===== config.mk =====
export PLATFORM = sky130hd
export DESIGN_NAME = lstm_array_sequencer_flat
export DESIGN_NICKNAME = d
export VERILOG_FILES = /design/src/rtl/lstm_array_sequencer_pkg.sv /design/src/rtl/lstm_array_sequencer_if.sv /design/src/rtl/lstm_array_sequencer_pe_clk_div.sv /design/src/rtl/lstm_array_sequencer.sv /design/src/flat_wrapper.sv
export SDC_FILE = /design/constraint.sdc
export NUM_CORES = 1
export LEC_CHECK = 0
export CORE_UTILIZATION = 53
export DETAILED_ROUTE_END_ITERATION = 16
export GPL_ROUTABILITY_DRIVEN = 0
export PLACE_DENSITY = 0.88
export REMOVE_ABC_BUFFERS = 1
export SYNTH_ARGS = -nofsm -noshare
export SYNTH_HDL_FRONTEND = slang
export SYNTH_SLANG_ARGS = --single-unit

===== constraint.sdc =====
create_clock -name sys_clk -period 2.1 [get_ports sys_clk]
set_input_delay 0.42 -clock sys_clk [delete_from_list [all_inputs] [get_ports sys_clk]]
set_output_delay 0.42 -clock sys_clk [all_outputs]
set_load 0.01 [all_outputs]

===== src/rtl/lstm_array_sequencer_pkg.sv =====
// lstm_seq_pkg: shared types and geometry helpers for the LSTM array sequencer.
//   seq_state_t    - sequencer FSM states
//   compute_ticks  - pe ticks in one compute window (GAMMA*M + P)
package lstm_seq_pkg;

  typedef enum logic [1:0] {
    IDLE      = 2'd0,
    COMPUTE   = 2'd1,
    WAIT_CELL = 2'd2,
    LOAD      = 2'd3
  } seq_state_t;

  // GAMMA passes of M elements, plus P ticks to drain the PE pipeline.
  function automatic int compute_ticks(input int gamma, input int m, input int p);
    return gamma * m + p;
  endfunction

endpackage


===== src/rtl/lstm_array_sequencer_if.sv =====
// lstm_array_sequencer_if: control/handshake bundle between host, array,
// output buffer, LSTM cell and the sequencer.
//   master : drives go/num_steps/abort/cell_ready/load_done, observes status
//   slave  : the sequencer itself
interface lstm_array_sequencer_if #(
  parameter int STEP_BITS = 8
);
  logic                 go;
  logic [STEP_BITS-1:0] num_steps;
  logic                 abort;
  logic                 cell_ready;
  logic                 load_done;
  logic                 pe_clk;
  logic                 array_start;
  logic                 start_load_cell;
  logic                 busy;
  logic                 step_done;
  logic                 seq_done;
  logic                 error;
  logic [STEP_BITS-1:0] step_idx;

  modport master (
    output go, num_steps, abort, cell_ready, load_done,
    input  pe_clk, array_start, start_load_cell, busy, step_done, seq_done,
           error, step_idx
  );

  modport slave (
    input  go, num_steps, abort, cell_ready, load_done,
    output pe_clk, array_start, start_load_cell, busy, step_done, seq_done,
           error, step_idx
  );
endinterface


===== src/rtl/lstm_array_sequencer_pe_clk_div.sv =====
// pe_clk_div: divides sys_clk by MUL_LAT to make the PE clock.
//   sys_clk, reset : clock / async active-high reset
//   run            : divider counts while high, else held at 0 with pe_clk low
//   restart        : restart the period (counter 0, pe_clk high) this edge
//   pe_clk         : registered divided clock, high for the first half period
//   pe_tick        : high in the last sys_clk cycle of each pe period
module pe_clk_div #(
  parameter int MUL_LAT = 4
) (
  input  logic sys_clk,
  input  logic reset,
  input  logic run,
  input  logic restart,
  output logic pe_clk,
  output logic pe_tick
);
  localparam int CW = $clog2(MUL_LAT);
  localparam logic [CW-1:0] LAST = CW'(MUL_LAT - 1);
  localparam logic [CW-1:0] HALF = CW'(MUL_LAT / 2);

  logic [CW-1:0] r_cnt;
  logic          r_pe_clk;
  logic [CW-1:0] w_cnt_nxt;

  assign w_cnt_nxt = (restart || r_cnt == LAST) ? '0 : r_cnt + 1'b1;

  // pe_clk is registered from the next count so it is glitch-free and
  // already high in the first cycle of a period.
  always_ff @(posedge sys_clk or posedge reset) begin
    if (reset) begin
      r_cnt    <= '0;
      r_pe_clk <= 1'b0;
    end else if (!run) begin
      r_cnt    <= '0;
      r_pe_clk <= 1'b0;
    end else begin
      r_cnt    <= w_cnt_nxt;
      r_pe_clk <= (w_cnt_nxt < HALF);
    end
  end

  assign pe_clk  = r_pe_clk;
  assign pe_tick = (r_cnt == LAST);
endmodule


===== src/rtl/lstm_array_sequencer.sv =====
// lstm_array_sequencer: runs num_steps LSTM time steps through the systolic
// array: compute window (timed in pe ticks), wait for the cell, load, repeat.
//   sys_clk, reset : clock / async active-high reset
//   bus (slave)    : go/num_steps/abort/cell_ready/load_done in;
//                    pe_clk, array_start, start_load_cell, busy, step_done,
//                    seq_done, error, step_idx out (all registered)
module lstm_array_sequencer
  import lstm_seq_pkg::*;
#(
  parameter int MUL_LAT      = 4,
  parameter int P            = 4,
  parameter int M            = 9,
  parameter int GAMMA        = 3,
  parameter int STEP_BITS    = 8,
  parameter int LOAD_TIMEOUT = 32
) (
  input logic                   sys_clk,
  input logic                   reset,
  lstm_array_sequencer_if.slave bus
);
  localparam int CT = compute_ticks(GAMMA, M, P);
  localparam int TW = $clog2(CT + 1);
  localparam int LW = $clog2(LOAD_TIMEOUT + 1);
  localparam logic [TW-1:0] TICK_LAST = TW'(CT - 1);
  localparam logic [LW-1:0] LOAD_LAST = LW'(LOAD_TIMEOUT - 1);

  seq_state_t           r_state, w_nxt;
  logic [TW-1:0]        r_tick;
  logic [LW-1:0]        r_load_cnt;
  logic [STEP_BITS-1:0] r_num, r_step_idx, w_idx_inc;
  logic r_array_start, r_start_load, r_busy, r_step_done, r_seq_done, r_error;
  logic w_go_ok, w_zero_go, w_step, w_last, w_tout;
  logic w_run, w_restart, w_pe_tick;

  assign w_idx_inc = r_step_idx + 1'b1;

  always_comb begin
    w_nxt     = r_state;
    w_go_ok   = 1'b0;
    w_zero_go = 1'b0;
    w_step    = 1'b0;
    w_last    = 1'b0;
    w_tout    = 1'b0;
    if (bus.abort) begin
      w_nxt = IDLE;
    end else begin
      case (r_state)
        IDLE:
          if (bus.go) begin
            if (bus.num_steps == '0) w_zero_go = 1'b1;
            else begin
              w_go_ok = 1'b1;
              w_nxt   = COMPUTE;
            end
          end
        COMPUTE:
          if (w_pe_tick && r_tick == TICK_LAST) w_nxt = WAIT_CELL;
        WAIT_CELL:
          if (bus.cell_ready) w_nxt = LOAD;
        LOAD:
          if (bus.load_done) begin
            w_step = 1'b1;
            if (w_idx_inc == r_num) begin
              w_last = 1'b1;
              w_nxt  = IDLE;
            end else begin
              w_nxt = COMPUTE;
            end
          end else if (r_load_cnt == LOAD_LAST) begin
            w_tout = 1'b1;
            w_nxt  = IDLE;
          end
        default: w_nxt = IDLE;
      endcase
    end
  end

  // Divider runs only while the next state is COMPUTE; every COMPUTE entry
  // restarts it so array_start lines up with a fresh pe_clk rising phase.
  assign w_run     = (w_nxt == COMPUTE);
  assign w_restart = w_run && (r_state != COMPUTE);

  pe_clk_div #(.MUL_LAT(MUL_LAT)) u_div (
    .sys_clk (sys_clk),
    .reset   (reset),
    .run     (w_run),
    .restart (w_restart),
    .pe_clk  (bus.pe_clk),
    .pe_tick (w_pe_tick)
  );

  always_ff @(posedge sys_clk or posedge reset) begin
    if (reset) begin
      r_state       <= IDLE;
      r_tick        <= '0;
      r_load_cnt    <= '0;
      r_num         <= '0;
      r_step_idx    <= '0;
      r_array_start <= 1'b0;
      r_start_load  <= 1'b0;
      r_busy        <= 1'b0;
      r_step_done   <= 1'b0;
      r_seq_done    <= 1'b0;
      r_error       <= 1'b0;
    end else begin
      r_state       <= w_nxt;
      r_busy        <= (w_nxt != IDLE);
      r_array_start <= w_restart;
      r_start_load  <= (w_nxt == LOAD) && (r_state != LOAD);
      r_step_done   <= w_step;
      r_seq_done    <= w_last || w_zero_go;
      // counters restart on every entry into their state
      if (r_state == COMPUTE && w_nxt == COMPUTE) begin
        if (w_pe_tick) r_tick <= r_tick + 1'b1;
      end else begin
        r_tick <= '0;
      end
      r_load_cnt <= (r_state == LOAD && w_nxt == LOAD) ? r_load_cnt + 1'b1 : '0;
      if (w_go_ok) begin
        r_num      <= bus.num_steps;
        r_step_idx <= '0;
      end else if (w_step) begin
        r_step_idx <= w_idx_inc;
      end
      if (w_go_ok || w_zero_go) r_error <= 1'b0;
      else if (w_tout)          r_error <= 1'b1;
    end
  end

  assign bus.array_start     = r_array_start;
  assign bus.start_load_cell = r_start_load;
  assign bus.busy            = r_busy;
  assign bus.step_done       = r_step_done;
  assign bus.seq_done        = r_seq_done;
  assign bus.error           = r_error;
  assign bus.step_idx        = r_step_idx;
endmodule


===== src/flat_wrapper.sv =====
// flat-port wrapper written by rule: the top's interface ports become plain ports
module lstm_array_sequencer_flat import lstm_seq_pkg::*;
#(
  parameter int MUL_LAT      = 4,
  parameter int P            = 4,
  parameter int M            = 9,
  parameter int GAMMA        = 3,
  parameter int STEP_BITS    = 8,
  parameter int LOAD_TIMEOUT = 32
)
  (sys_clk, reset, bus_go, bus_num_steps, bus_abort, bus_cell_ready, bus_load_done, bus_pe_clk, bus_array_start, bus_start_load_cell, bus_busy, bus_step_done, bus_seq_done, bus_error, bus_step_idx);
  lstm_array_sequencer_if #(.STEP_BITS(STEP_BITS)) bus_i ();
  input logic sys_clk;
  input logic reset;
  input wire logic [$bits(bus_i.go)-1:0] bus_go;
  input wire logic [$bits(bus_i.num_steps)-1:0] bus_num_steps;
  input wire logic [$bits(bus_i.abort)-1:0] bus_abort;
  input wire logic [$bits(bus_i.cell_ready)-1:0] bus_cell_ready;
  input wire logic [$bits(bus_i.load_done)-1:0] bus_load_done;
  output wire logic [$bits(bus_i.pe_clk)-1:0] bus_pe_clk;
  output wire logic [$bits(bus_i.array_start)-1:0] bus_array_start;
  output wire logic [$bits(bus_i.start_load_cell)-1:0] bus_start_load_cell;
  output wire logic [$bits(bus_i.busy)-1:0] bus_busy;
  output wire logic [$bits(bus_i.step_done)-1:0] bus_step_done;
  output wire logic [$bits(bus_i.seq_done)-1:0] bus_seq_done;
  output wire logic [$bits(bus_i.error)-1:0] bus_error;
  output wire logic [$bits(bus_i.step_idx)-1:0] bus_step_idx;
  assign bus_i.go = bus_go;
  assign bus_i.num_steps = bus_num_steps;
  assign bus_i.abort = bus_abort;
  assign bus_i.cell_ready = bus_cell_ready;
  assign bus_i.load_done = bus_load_done;
  assign bus_pe_clk = bus_i.pe_clk;
  assign bus_array_start = bus_i.array_start;
  assign bus_start_load_cell = bus_i.start_load_cell;
  assign bus_busy = bus_i.busy;
  assign bus_step_done = bus_i.step_done;
  assign bus_seq_done = bus_i.seq_done;
  assign bus_error = bus_i.error;
  assign bus_step_idx = bus_i.step_idx;
  lstm_array_sequencer #(.MUL_LAT(MUL_LAT), .P(P), .M(M), .GAMMA(GAMMA), .STEP_BITS(STEP_BITS), .LOAD_TIMEOUT(LOAD_TIMEOUT)) u_core (.sys_clk(sys_clk), .reset(reset), .bus(bus_i));
endmodule

==> flow_metrics.env, run 1 <==
export IMPL_portBuffers=28
export IMPL_synthCells=195
export IMPL_die_area_um2=3880
export IMPL_yosysMostFrequentCell="dfrtp_1"
export IMPL_synthTopCellsByArea="dfrtp_1 (49%), xor2_1 (5.0%), nor2_1 (4.9%), xnor2_1 (4.6%), ha_1 (3.3%)"
export IMPL_synth_seq_cells=38
export IMPL_cts_buffers=5
export IMPL_remaining_drc_errors=0
export IMPL_cap_violations=0
export IMPL_drive_gt1_frac=0.119
export IMPL_path_cells="ha_1 > xor2_1 > o211ai_1 > a22oi_1 > or3_1 > o21ai_2 > o21ai_1"
export IMPL_clk_pin_slew_ns=0.10
export IMPL_finalCritPeriodShare=0.949
export IMPL_setup_worst_path_start_class="flop"
export IMPL_multiInputGateArea_um2=915
export IMPL_finalCriticalPeriod_ns=1.99
export IMPL_startpoint="u_core.bus.step_idx[0]"
export IMPL_cts_buffer_depth=2
export IMPL_initial_utilization=0.563
export IMPL_worstSkewPairLatency_ns=0.34
export IMPL_clockRootBuffer="clkbuf_4"
export IMPL_die_x_um=62.3
export IMPL_min_delay_start="u_core.u_div.r_cnt[0]"
export IMPL_holdBufCountCts=0
export IMPL_core_um2=3420
export IMPL_post_place_ws_ns=-0.184
export IMPL_avgSynthCellArea_um2=9.87
export IMPL_drt_initial_drc_count=67
export IMPL_skew_ns=0.00797
export IMPL_num_rows=21
export IMPL_detail_route_first_pass_iterations=4
export IMPL_max_slew_margin_rel=0.543
export IMPL_cp_num_buf_inv=0
export IMPL_leakage_nw=1.05
export IMPL_fin_area_um2=2370
export IMPL_cts_setup_buffers=0
export IMPL_worstMarginPinSlew_ns=0.684
export IMPL_wl_per_cell_um=13.9
export IMPL_path_max_fanout=5
export IMPL_register_area_um2=951
export IMPL_worstSetupPathType="reg -> reg"
export IMPL_finalNonFillerCells=281
export IMPL_grt_pass1_vias=1506
export IMPL_fmax_mhz=502
export IMPL_die_h_um=62.3
export IMPL_synth_warnings=0
export IMPL_io_pins=29
export IMPL_grt_setup_unrepaired="no"
export IMPL_yosysTopAreaCell="dfrtp_1"
export IMPL_vdd_drop_max_uv=404
export IMPL_htree_num_levels=2
export IMPL_grt_max_degree=39
export IMPL_worstPathRequired_ns=2.33
export IMPL_synth_seq_area_share=0.494
export IMPL_synth_async_reset_ratio=1.00
export IMPL_hold_viol=0
export IMPL_cts_resized=0
export IMPL_fin_nets=254
export IMPL_place_inst=274
export IMPL_placed_area_um2=2320
export IMPL_fillers=262
export IMPL_vias=1513
export IMPL_overflow=0
export IMPL_antenna_found_initial=0
export IMPL_reg2reg_slack_ns=0.11
export IMPL_min_path_type="reg -> reg"
export IMPL_place_hpwl_um=2900
export IMPL_outcome="finished clean"
export IMPL_cp_slowest_cell="dfrtp_1"
export IMPL_grt_pass1_wl_um=6830
export IMPL_synth_cell_types=39
export IMPL_drv_slew=0
export IMPL_synth_top_area_frac=0.494
export IMPL_cts_tree="built"
export IMPL_syn_area_um2=1920
export IMPL_synth_edf_count=0
export IMPL_cts_sinks=38
export IMPL_setup_violations_final=0
export IMPL_ant_nets=0
export IMPL_cp_arrival_ns=2.22
export IMPL_power_total_w=0.00132
export IMPL_grtUsageTotal=0.228
export IMPL_drt_total_wl_um=3910
export IMPL_n_antenna_cell=0
export IMPL_r2r_start="u_core.bus.step_idx[0]"
export IMPL_ys_flop_type="dfrtp_1"
export IMPL_fin_ws_ns=0.107
export IMPL_ys_top_cells_by_count="dfrtp_1 (38), nor2_1 (25), nand2_1 (14)"
export IMPL_critPathMaxStageDelay_ns=0.40
export IMPL_path_delay_family="compound AO/OA/AOI/OAI gates"
export IMPL_via_per_inst=5.38
export IMPL_syn2layout_area_growth_pct=23.3
export IMPL_p_per_area_nw_per_um2=557
export IMPL_cp_end_kind="flop"
==> routing by layer <==
layer  routed length (um)  up-vias  global-route usage
li1                     -      754                   -
met1                 1860      711               0.307
met2                 1800       40               0.350
met3                  176        8              0.0460
met4                   78        0               0.119
met5                    0        -                   0
==> logic make-up after synthesis <==
family | count (synthesis) | synth area share
simple gates | 82 | 0.224
flops | 38 | 0.494
compound gates | 29 | 0.0917
xor+xnor | 21 | 0.0956
buf+inv | 15 | 0.0332
mux | 5 | 0.0293
fa+ha+maj | 5 | 0.0325
==> final timing paths <==
check	depth (start not counted)	end
max in group asynchronous	3	u_core.bus.step_idx[7]
min in group asynchronous	3	u_core.bus.start_load_cell
worst max-delay path	7	u_core.bus.busy
worst min register to register	1	u_core.u_div.r_cnt[0]
worst min-delay path	1	u_core.u_div.r_cnt[0]
worst max register to register	7	u_core.bus.busy
==> cells in the final DEF, fill, tap and decap left out, drive strengths merged, types with 2 or more instances in the layout <==
cell           Yosys  layout
a21o               3       3
a21oi              7       7
a31oi              2       2
and3               3       3
buf                6      13
clkbuf             2       7
clkdlybuf4s50      0      28
dfrtp             38      38
ha                 5       5
inv                7       7
mux2               5       5
nand2             14      14
nand2b             3       3
nand3             10      10
nand4              4       4
nor2              25      25
nor3               7       7
nor3b              2       2
o21ai             11      11
or3                5       5
or4                2       2
xnor2             10      10
xor2              11      11
==> state kept, by name, summed over array words and instances (netlist names) <==
signal	cells
u_core.u_div.r_cnt	2
u_core.bus.start_load_cell	1
u_core.r_state	2
u_core.r_tick	5
u_core.u_div.pe_clk	1
u_core.bus.step_done	1
u_core.r_load_cnt	6
u_core.r_num	8
u_core.bus.error	1
u_core.bus.array_start	1
u_core.bus.seq_done	1
u_core.bus.busy	1
u_core.bus.step_idx	8
==> report_power, final <==
part	internal [W]	leakage, nW	switching (W)	total (W)
combinational	0.0000932	0.516	0.0000837	0.000177
sequential	0.000767	0.509	0.0000315	0.000799
clock	0.000126	0.0254	0.000220	0.000346
total	0.000987	1.05	0.000335	0.00132
==> metrics by stage <==
step / util / hold WS (ns) / setup TNS (ns)
floorplan: - / 0.415 / -0.00402
global placement: 0.680 / 0.430 / -0.980
detailed placement: 0.680 / 0.440 / -1.51
CTS: 0.693 / 0.457 / 0
global route: 0.695 / 0.492 / 0
finish: 0.695 / 0.458 / 0
==> layout make-up <==
cell class / instances / area share
repair buffers: 41 / 0.159
inverters: 7 / 0.0111
well taps: 46 / 0.0243
clock buffers: 7 / 0.0190
multi-input cells: 142 / 0.386
flip-flops and latches: 38 / 0.401
Note: power is estimated with default switching activity, not from simulation.
==> inputs of run 2 (changes only) <==
- TNS_END_PERCENT: default -> 1
==> results of run 2 <==
Same layout as run 1: the final DEF is identical, and so are final timing and power.
